===== config.mk =====
export PLATFORM = sky130hd
export DESIGN_NAME = fio_host_bridge
export DESIGN_NICKNAME = d
export VERILOG_FILES = /design/src/rtl/fio_host_bridge_pkg.sv /design/src/rtl/fio_sync_fifo.sv /design/src/rtl/fio_host_bridge.sv
export SDC_FILE = /design/constraint.sdc
export NUM_CORES = 1
export LEC_CHECK = 0
export CORE_MARGIN = 1
export CORE_UTILIZATION = 55
export CTS_BUF_LIST = sky130_fd_sc_hd__clkbuf_4 sky130_fd_sc_hd__clkbuf_8
export CTS_CLUSTER_DIAMETER = 150
export DETAILED_ROUTE_END_ITERATION = 12
export PLACE_DENSITY = 0.82
export SLEW_MARGIN = 20
export SYNTH_ARGS = -nofsm -noshare
export SYNTH_HDL_FRONTEND = slang
export SYNTH_SLANG_ARGS = --single-unit

===== constraint.sdc =====
create_clock -name mclk -period 6.3 [get_ports mclk]
set_clock_uncertainty 0.1 [all_clocks]
set_input_delay 1.575 -clock mclk [delete_from_list [all_inputs] [get_ports mclk]]
set_output_delay 1.575 -clock mclk [all_outputs]
set_load 0.02 [all_outputs]

===== src/rtl/fio_host_bridge_pkg.sv =====
// Shared constants and types for the file-I/O host bridge.
// Byte width, idle byte and default FIFO depth live here.
package fio_host_bridge_pkg;

    localparam int FIO_BYTE_W = 8;
    localparam int FIO_ADDR_W = 3;
    localparam logic [FIO_BYTE_W-1:0] FIO_IDLE_BYTE = 8'hff;

    typedef logic [FIO_BYTE_W-1:0] fio_byte_t;

endpackage


===== src/rtl/fio_sync_fifo.sv =====
// Synchronous byte FIFO with wrap-bit pointers.
// Head is read from registered state; level is wptr - rptr.
module fio_sync_fifo
    import fio_host_bridge_pkg::*;
#(
    parameter int ADDR_W = FIO_ADDR_W
) (
    input  logic            mclk,
    input  logic            puc_rst,
    input  logic            push,
    input  fio_byte_t       wdata,
    input  logic            pop,
    output logic            full,
    output logic            empty,
    output logic [ADDR_W:0] level,
    output fio_byte_t       head
);

    localparam int DEPTH = 1 << ADDR_W;
    localparam logic [ADDR_W:0] PTR_ONE = 1;

    fio_byte_t       mem [DEPTH];
    logic [ADDR_W:0] wptr;
    logic [ADDR_W:0] rptr;
    logic            pop_ok;
    logic            push_ok;

    // A push into a full FIFO is only legal when the head leaves the same cycle.
    assign pop_ok  = pop & ~empty;
    assign push_ok = push & (~full | pop_ok);

    assign empty = (wptr == rptr);
    assign full  = (wptr[ADDR_W] != rptr[ADDR_W]) &&
                   (wptr[ADDR_W-1:0] == rptr[ADDR_W-1:0]);
    assign level = wptr - rptr;
    assign head  = mem[rptr[ADDR_W-1:0]];

    // Pointer update; reset discards all buffered bytes.
    always_ff @(posedge mclk or posedge puc_rst) begin
        if (puc_rst) begin
            wptr <= '0;
            rptr <= '0;
        end else begin
            if (push_ok) wptr <= wptr + PTR_ONE;
            if (pop_ok)  rptr <= rptr + PTR_ONE;
        end
    end

    // Storage array; contents are don't-care until pointers cover them.
    always_ff @(posedge mclk) begin
        if (push_ok) mem[wptr[ADDR_W-1:0]] <= wdata;
    end

endmodule


===== src/rtl/fio_host_bridge.sv =====
// Host-side endpoint of the file-I/O byte interface.
// RX FIFO feeds the peripheral, TX FIFO captures CPU bytes.
module fio_host_bridge
    import fio_host_bridge_pkg::*;
#(
    parameter int        ADDR_W    = FIO_ADDR_W,
    parameter fio_byte_t IDLE_BYTE = FIO_IDLE_BYTE
) (
    input  logic            mclk,
    input  logic            puc_rst,
    output fio_byte_t       fio_din,
    output logic            fio_dready,
    input  logic            fio_dnxt,
    input  fio_byte_t       fio_dout,
    input  logic            fio_dout_rdy,
    input  fio_byte_t       host_in_data,
    input  logic            host_in_valid,
    output logic            host_in_ready,
    output fio_byte_t       host_out_data,
    output logic            host_out_valid,
    input  logic            host_out_ready,
    output logic [ADDR_W:0] rx_level,
    output logic [ADDR_W:0] tx_level,
    output logic            tx_ovf,
    input  logic            ovf_clr
);

    logic      dnxt_q;
    logic      dnxt_rise;
    logic      rx_full;
    logic      rx_empty;
    logic      rx_push;
    logic      rx_pop;
    fio_byte_t rx_head;
    logic      tx_full;
    logic      tx_empty;
    logic      tx_push;
    logic      tx_pop;
    logic      tx_drop;
    fio_byte_t tx_head;

    // RX ready looks only at stored occupancy, never at a same-cycle pop.
    assign host_in_ready = ~rx_full;
    assign rx_push       = host_in_valid & ~rx_full;
    assign dnxt_rise     = fio_dnxt & ~dnxt_q;
    assign rx_pop        = dnxt_rise & ~rx_empty;

    assign fio_dready = ~rx_empty;
    assign fio_din    = rx_empty ? IDLE_BYTE : rx_head;

    // The CPU cannot be stalled: a full TX either makes room or drops.
    assign tx_pop  = ~tx_empty & host_out_ready;
    assign tx_push = fio_dout_rdy & (~tx_full | tx_pop);
    assign tx_drop = fio_dout_rdy & tx_full & ~host_out_ready;

    assign host_out_valid = ~tx_empty;
    assign host_out_data  = tx_empty ? '0 : tx_head;

    // fio_dnxt edge detector: one pop per read strobe however long it is held.
    always_ff @(posedge mclk or posedge puc_rst) begin
        if (puc_rst) dnxt_q <= 1'b0;
        else         dnxt_q <= fio_dnxt;
    end

    // Sticky overflow flag; a drop in the same cycle wins over a clear.
    always_ff @(posedge mclk or posedge puc_rst) begin
        if (puc_rst)      tx_ovf <= 1'b0;
        else if (tx_drop) tx_ovf <= 1'b1;
        else if (ovf_clr) tx_ovf <= 1'b0;
    end

    fio_sync_fifo #(
        .ADDR_W (ADDR_W)
    ) u_rx_fifo (
        .mclk    (mclk),
        .puc_rst (puc_rst),
        .push    (rx_push),
        .wdata   (host_in_data),
        .pop     (rx_pop),
        .full    (rx_full),
        .empty   (rx_empty),
        .level   (rx_level),
        .head    (rx_head)
    );

    fio_sync_fifo #(
        .ADDR_W (ADDR_W)
    ) u_tx_fifo (
        .mclk    (mclk),
        .puc_rst (puc_rst),
        .push    (tx_push),
        .wdata   (fio_dout),
        .pop     (tx_pop),
        .full    (tx_full),
        .empty   (tx_empty),
        .level   (tx_level),
        .head    (tx_head)
    );

endmodule


==> reports/qor.yml, run 1 <==
outcome: "finished clean"
route.met3.wl_um: 577
slew_headroom_pct: 34.14
cpMaxStageDelayCell: "clkdlybuf4s50_1"
route.met2.wl_mm: 5.889
path_cells: "buf_4 -> inv_1 -> ha_1 -> nand3_1 -> nand2b_1 -> nand2_1 -> a221oi_1 -> clkdlybuf4s50_1"
place_ws_ps: 1728
fp-row-count: 38
clk_latency_ps: 430
crit_fanout: 37
grt_use_total_pct: 22.09
core_um2: 10790
tns_ps: 0
clock.fmax_mhz: 198.7
synth-seq-area-share_pct: 70.47
hold_path.class: "reg2reg"
numCtsBuffers: 17
r2r_start: "u_tx_fifo.rptr[1]"
synth_edf_count: 128
first_iter_violations: 193
required_ps: 4620
clock_path_buffers: 2
synth.most_common_cell: "edfxtp_1"
avgViaCountPerCell: 5.683
wl_met1_mm: 4.784
initial_core_util_pct: 56.46
fp.dieW_um: 107.3
ctsHoldBuffers: 0
critPathLaunch: "u_tx_fifo.rptr[1]"
path_class: "reg2out"
final_hold_viol_count: 0
critical_path_buf_inv_count: 3
maxCapViolCount: 0
yosys_register_bits: 146
cts_tree: "done"
syn_nets: 425
rsz0062_at_grt: "no"
drive_gt1_share_pct: 10.30
gp_congestion: 0.8073
vias: 3444
synthFlopType: "edfxtp_1"
grt_max_degree: 38
timing.final.ws_setup_ps: 1267
cts-htree-levels: 4
antenna_left: 0
ir_worst_vdd_v: 0.0005938
path_delay_family: "buffers and inverters"
syn_avg_cell_area_um2: 15.62
cts_setup_buffers: 0
ys_types: 36
fp.dieH_um: 107.3
dp.final_hpwl_mm: 7.430
async_reset_ff_share_pct: 12.33
final_nets: 488
grt_pass1_vias: 3528
ioPinCount: 51
yosysTopAreaCellShare_pct: 63.08
r2r-end: "u_tx_fifo.mem[3][5]"
port_buffers: 50
wirelength_mm: 11.45
leakagePower_nw: 2.721
clkSinkCount: 146
postCtsResizedCells: 0
r2r_slack_ps: 3270
diodes: 0
yosys_warnings: 0
power.density_nw_per_um2: 542.7
die_area_um2: 11500
hold_ws_ps: 393.6
setup_viol: 0
routed.top_layer: "met4"
drv_slew: 0
reg2regPathDepth: 7
clk_pin_slew_worst_paths_ps: 90
grt.overflow.total: 0
crit_end: "host_out_data[3]"
yosys-top-cells-count: "128 x edfxtp_1, 64 x mux2i_1, 33 x nand2_1"
antenna_found_initial: 0
cts-root-buf: "clkbuf_8"
synth.area.top_cells: "edfxtp_1 63%, mux2i_1 11%, dfrtp_1 7.4%"
drt-wirelength-per-cell_um: 18.90
worst_pin_slew_ps: 984.3
drt_first_pass_iters: 4
fillers: 760
crit_arrival_ps: 3360
drc: 0
syn_inst: 390
finalCriticalPeriod_ps: 5033
crit_cells: 8
start_kind: "register"
grt_pass1_wl_mm: 18.22
endpoint_kind: "output port"
fin_crit_sh_pct: 79.89
area_delta_synth_final_pct: 17.60
synthesis.area_um2: 6093
yosysTopAreaCell: "edfxtp_1"
slowest_delay_ps: 660
==> worst reg2reg max path: cells and delay by family, from the launching register on <==
kind	cells	cell delay [ps]
simple gates	4	1250
buf+inv	2	620
flops	1	350
fa+ha+maj	1	330
==> power by group <==
group          internal [mW]  switching (mW)  total [mW]
Sequential              1.25           0.107        1.35
Combinational          0.806           0.995        1.80
Clock                  0.364           0.370       0.734
==> worst min-delay path by stage <==
stage | startpoint | to | slack (ps) | cells after the start
finish | u_tx_fifo.wptr[3] | u_tx_fifo.wptr[3] | 390 | 1
global route | u_tx_fifo.wptr[3] | u_tx_fifo.wptr[3] | 410 | 1
CTS | u_tx_fifo.wptr[3] | u_tx_fifo.wptr[3] | 400 | 1
detailed placement | u_tx_fifo.wptr[3] | u_tx_fifo.wptr[3] | 390 | 1
global placement | u_tx_fifo.wptr[3] | u_tx_fifo.wptr[3] | 380 | 1
floorplan | u_tx_fifo.wptr[3] | u_tx_fifo.wptr[3] | 360 | 1
==> placed cells by master, fill, tap and decap left out, drive strengths merged, types with 2 or more instances in the layout <==
cell	synthesis	layout
edfxtp	128	128
mux2i	64	64
clkdlybuf4s50	0	50
nand2	33	33
inv	17	25
a22oi	24	24
dfrtp	18	18
clkbuf	3	17
xnor2	14	14
nor2	12	12
ha	10	10
buf	12	9
nor3	8	8
a221oi	8	8
xor2	5	5
nand3	5	5
clkinv	1	5
nor2b	4	4
mux2	4	4
nand2b	2	2
a21o	2	2
a21oi	2	2
and2	2	2
fa	2	2
bufinv	0	2
==> logic make-up (layout without fill, tap and decap cells) <==
kind of cell,Yosys count,after routing,synth area share (%)
xor gates and xnor gates,19,19,2.731
and+or+nand+nor,73,73,5.503
AOI/OAI and AO/OA,39,39,4.887
muxes,68,68,11.31
DFF,146,146,70.47
adders and majority gates,12,12,2.710
buffers and inverters,33,109,2.382
==> sequential cells by signal, indices dropped and copies added (netlist names) <==
name            flops
u_rx_fifo.mem      64
u_tx_fifo.mem      64
u_rx_fifo.rptr      4
u_rx_fifo.wptr      4
u_tx_fifo.rptr      4
u_tx_fifo.wptr      4
dnxt_q              1
tx_ovf              1
==> metal layers <==
metal / up-vias / global-route usage (%)
li1: 1602 / -
met1: 1714 / 26.77
met2: 112 / 36.59
met3: 16 / 6.780
met4: 0 / 9.687
met5: - / 0
==> cell type report <==
cell class	count	area [um^2]	area share [%]
Timing Repair Buffer	59	568.0	7.927
Inverter	18	67.56	0.9429
Multi-Input combinational cell	211	1654	23.08
Tap cell	140	175.2	2.445
Sequential cell	146	4297	59.96
Clock buffer	17	234.0	3.265
Clock inverter	15	170.2	2.375
==> metrics by stage <==
stage          std cells  util, %  power (mW)  area (um^2)
6_report             606    66.39       3.889         7166
5_1_grt              606    66.39       4.114         7166
4_1_cts              606    66.39       3.929         7166
3_5_place_dp         574    62.65       3.180         6761
3_3_place_gp         574    62.65       3.119         6761
2_1_floorplan        390        -       2.503         6093
Note: power is estimated with default switching activity, not from simulation.
==> run 2: changes to the inputs <==
CORE_UTILIZATION = 54   (was 55)
PLACE_DENSITY = 0.84   (was 0.82)
clock period = 4.06 ns   (was 6.3 ns; I/O delays follow)
==> run 2 against run 1 <==
  * Power up 58%
  * Via count down 0.58%
  * Sequential share of layout area down 0.40 points
  * Sequential power up 56%
  * Critical endpoint is now host_out_data[6]
  * Largest power group unchanged
  * Routed wire length down 0.89%
==> reports/qor.yml, run 2 (same netlist as run 1, synthesis figures left out) <==
ioPinCount: 51
final_common_cell: "edfxtp_1"
drt_first_pass_iters: 5
critical_path_buf_inv_count: 2
path_cells: "buf_4 -> mux2i_1 -> a22oi_1 -> nand2_1 -> a221oi_1 -> clkdlybuf4s50_1"
gp_congestion: 0.8762
place_area_um2: 6777
drive_gt1_share_pct: 10.54
clk_latency_ps: 440
hp-start: "u_tx_fifo.rptr[3]"
tns_ps: 0
finalCriticalPeriod_ps: 3890
whs_path_depth: 1
path_delay_family: "buffers and inverters"
die_area_um2: 11710
drv_slew: 0
hold_path.class: "reg2reg"
place_ws_ps: 540.8
dp.final_hpwl_mm: 7.376
antenna_found_initial: 0
route.met2.wl_mm: 5.760
fp.dieW_um: 108.2
wirelength_mm: 11.35
crit_arrival_ps: 2770
cts-htree-levels: 4
routed.top_layer: "met4"
cts_tree: "done"
slowest_delay_ps: 670
final_nets: 490
crit_fanout: 36
wl_met1_mm: 4.699
hold_end: "u_tx_fifo.rptr[3]"
final_hold_viol_count: 0
clkSinkCount: 146
first_iter_violations: 239
p_total_mw: 6.143
start_kind: "register"
outcome: "finished clean"
clk_pin_slew_worst_paths_ps: 70
rsz0062_at_grt: "no"
slew_headroom_pct: 40.76
fin_crit_sh_pct: 95.81
antenna_left: 0
reg2regPathDepth: 6
grt_pass1_wl_mm: 18.17
area_delta_synth_final_pct: 18.38
layout_common_cells: "128 x edfxtp_1, 64 x mux2i_1, 50 x clkdlybuf4s50_1, 33 x nand2_1, 24 x a22oi_1"
clock_path_buffers: 2
port_buffers: 50
initial_core_util_pct: 55.72
grt_use_total_pct: 21.47
grt_pass1_vias: 3522
drc: 0
leakagePower_nw: 2.746
r2r_slack_ps: 1540
endpoint_kind: "output port"
fp.dieH_um: 108.2
r2r_start: "u_tx_fifo.wptr[0]"
worst_pin_slew_ps: 885.3
numCtsBuffers: 17
drt-wirelength-per-cell_um: 18.76
timing.final.ws_setup_ps: 170.3
fp-row-count: 38
ir_worst_vdd_v: 0.0006848
diodes: 0
path_class: "reg2out"
core_um2: 10940
vias: 3424
r2r-end: "u_tx_fifo.mem[2][4]"
maxCapViolCount: 0
cpMaxStageDelayCell: "clkdlybuf4s50_1"
power.density_nw_per_um2: 851.6
cts_setup_buffers: 0
ctsHoldBuffers: 0
grt.overflow.total: 0
route.met3.wl_um: 720
fin_area_um2: 7213
setup_viol: 0
required_ps: 2940
avgViaCountPerCell: 5.660
grt_max_degree: 37
cts-root-buf: "clkbuf_8"
clock.fmax_mhz: 257.1
run 2: area by class of cell:
class | instances | area (um^2)
multi-input cells | 211 | 1657
fillers | 736 | 3722
well taps | 140 | 175.2
inverters | 18 | 67.56
clock inverters | 10 | 185.2
repair buffers | 61 | 583.1
flip-flops and latches | 146 | 4297
clock buffers | 19 | 249.0
run 2: how the worst max path moves through the flow:
stage / start / end / slack [ps] / cells after the start
6_report: u_tx_fifo.rptr[1] / host_out_data[6] / 170 / 6
2_1_floorplan: u_tx_fifo.rptr[1] / host_out_data[0] / 540 / 10
3_5_place_dp: u_tx_fifo.wptr[0] / host_out_data[7] / 540 / 7
5_1_grt: u_tx_fifo.wptr[0] / host_out_data[7] / 0.7 / 7
3_3_place_gp: u_tx_fifo.rptr[2] / host_out_data[3] / 630 / 7
4_1_cts: u_tx_fifo.wptr[0] / host_out_data[7] / 2 / 7
run 2: per-stage QoR:
step,util (%),hold slack (ps),std cells
after CTS,65.94,410.4,605
final,65.96,412.8,605
after global routing,65.96,426.1,605
after floorplan,-,361.9,390
after global placement,61.97,380.9,576
after detailed placement,61.97,382.2,576
run 2: what timing repair did:
item	in CTS	in global routing
gates resized for setup	0	2
setup endpoints to repair	0	16
hold endpoints to repair	0	0
run 2: worst reg2reg max path: stages, from the launching register on:
cell	delay (ps)
dfrtp_1	500
inv_1	100
ha_1	300
nand3_1	120
or3_1	190
nand3b_1	190
nor2_1	660
run 2: where the power goes:
group / internal (mW) / switching, mW / total [mW]
sequential: 1.93 / 0.173 / 2.11
clock: 0.735 / 0.511 / 1.25
combinational: 1.25 / 1.54 / 2.79
total: 3.92 / 2.22 / 6.14
run 2: metal layers:
layer	vias to the layer above	GRT usage (%)
met3	16	5.787
met4	0	9.883
met1	1691	26.87
met5	-	0
li1	1595	-
met2	122	34.94
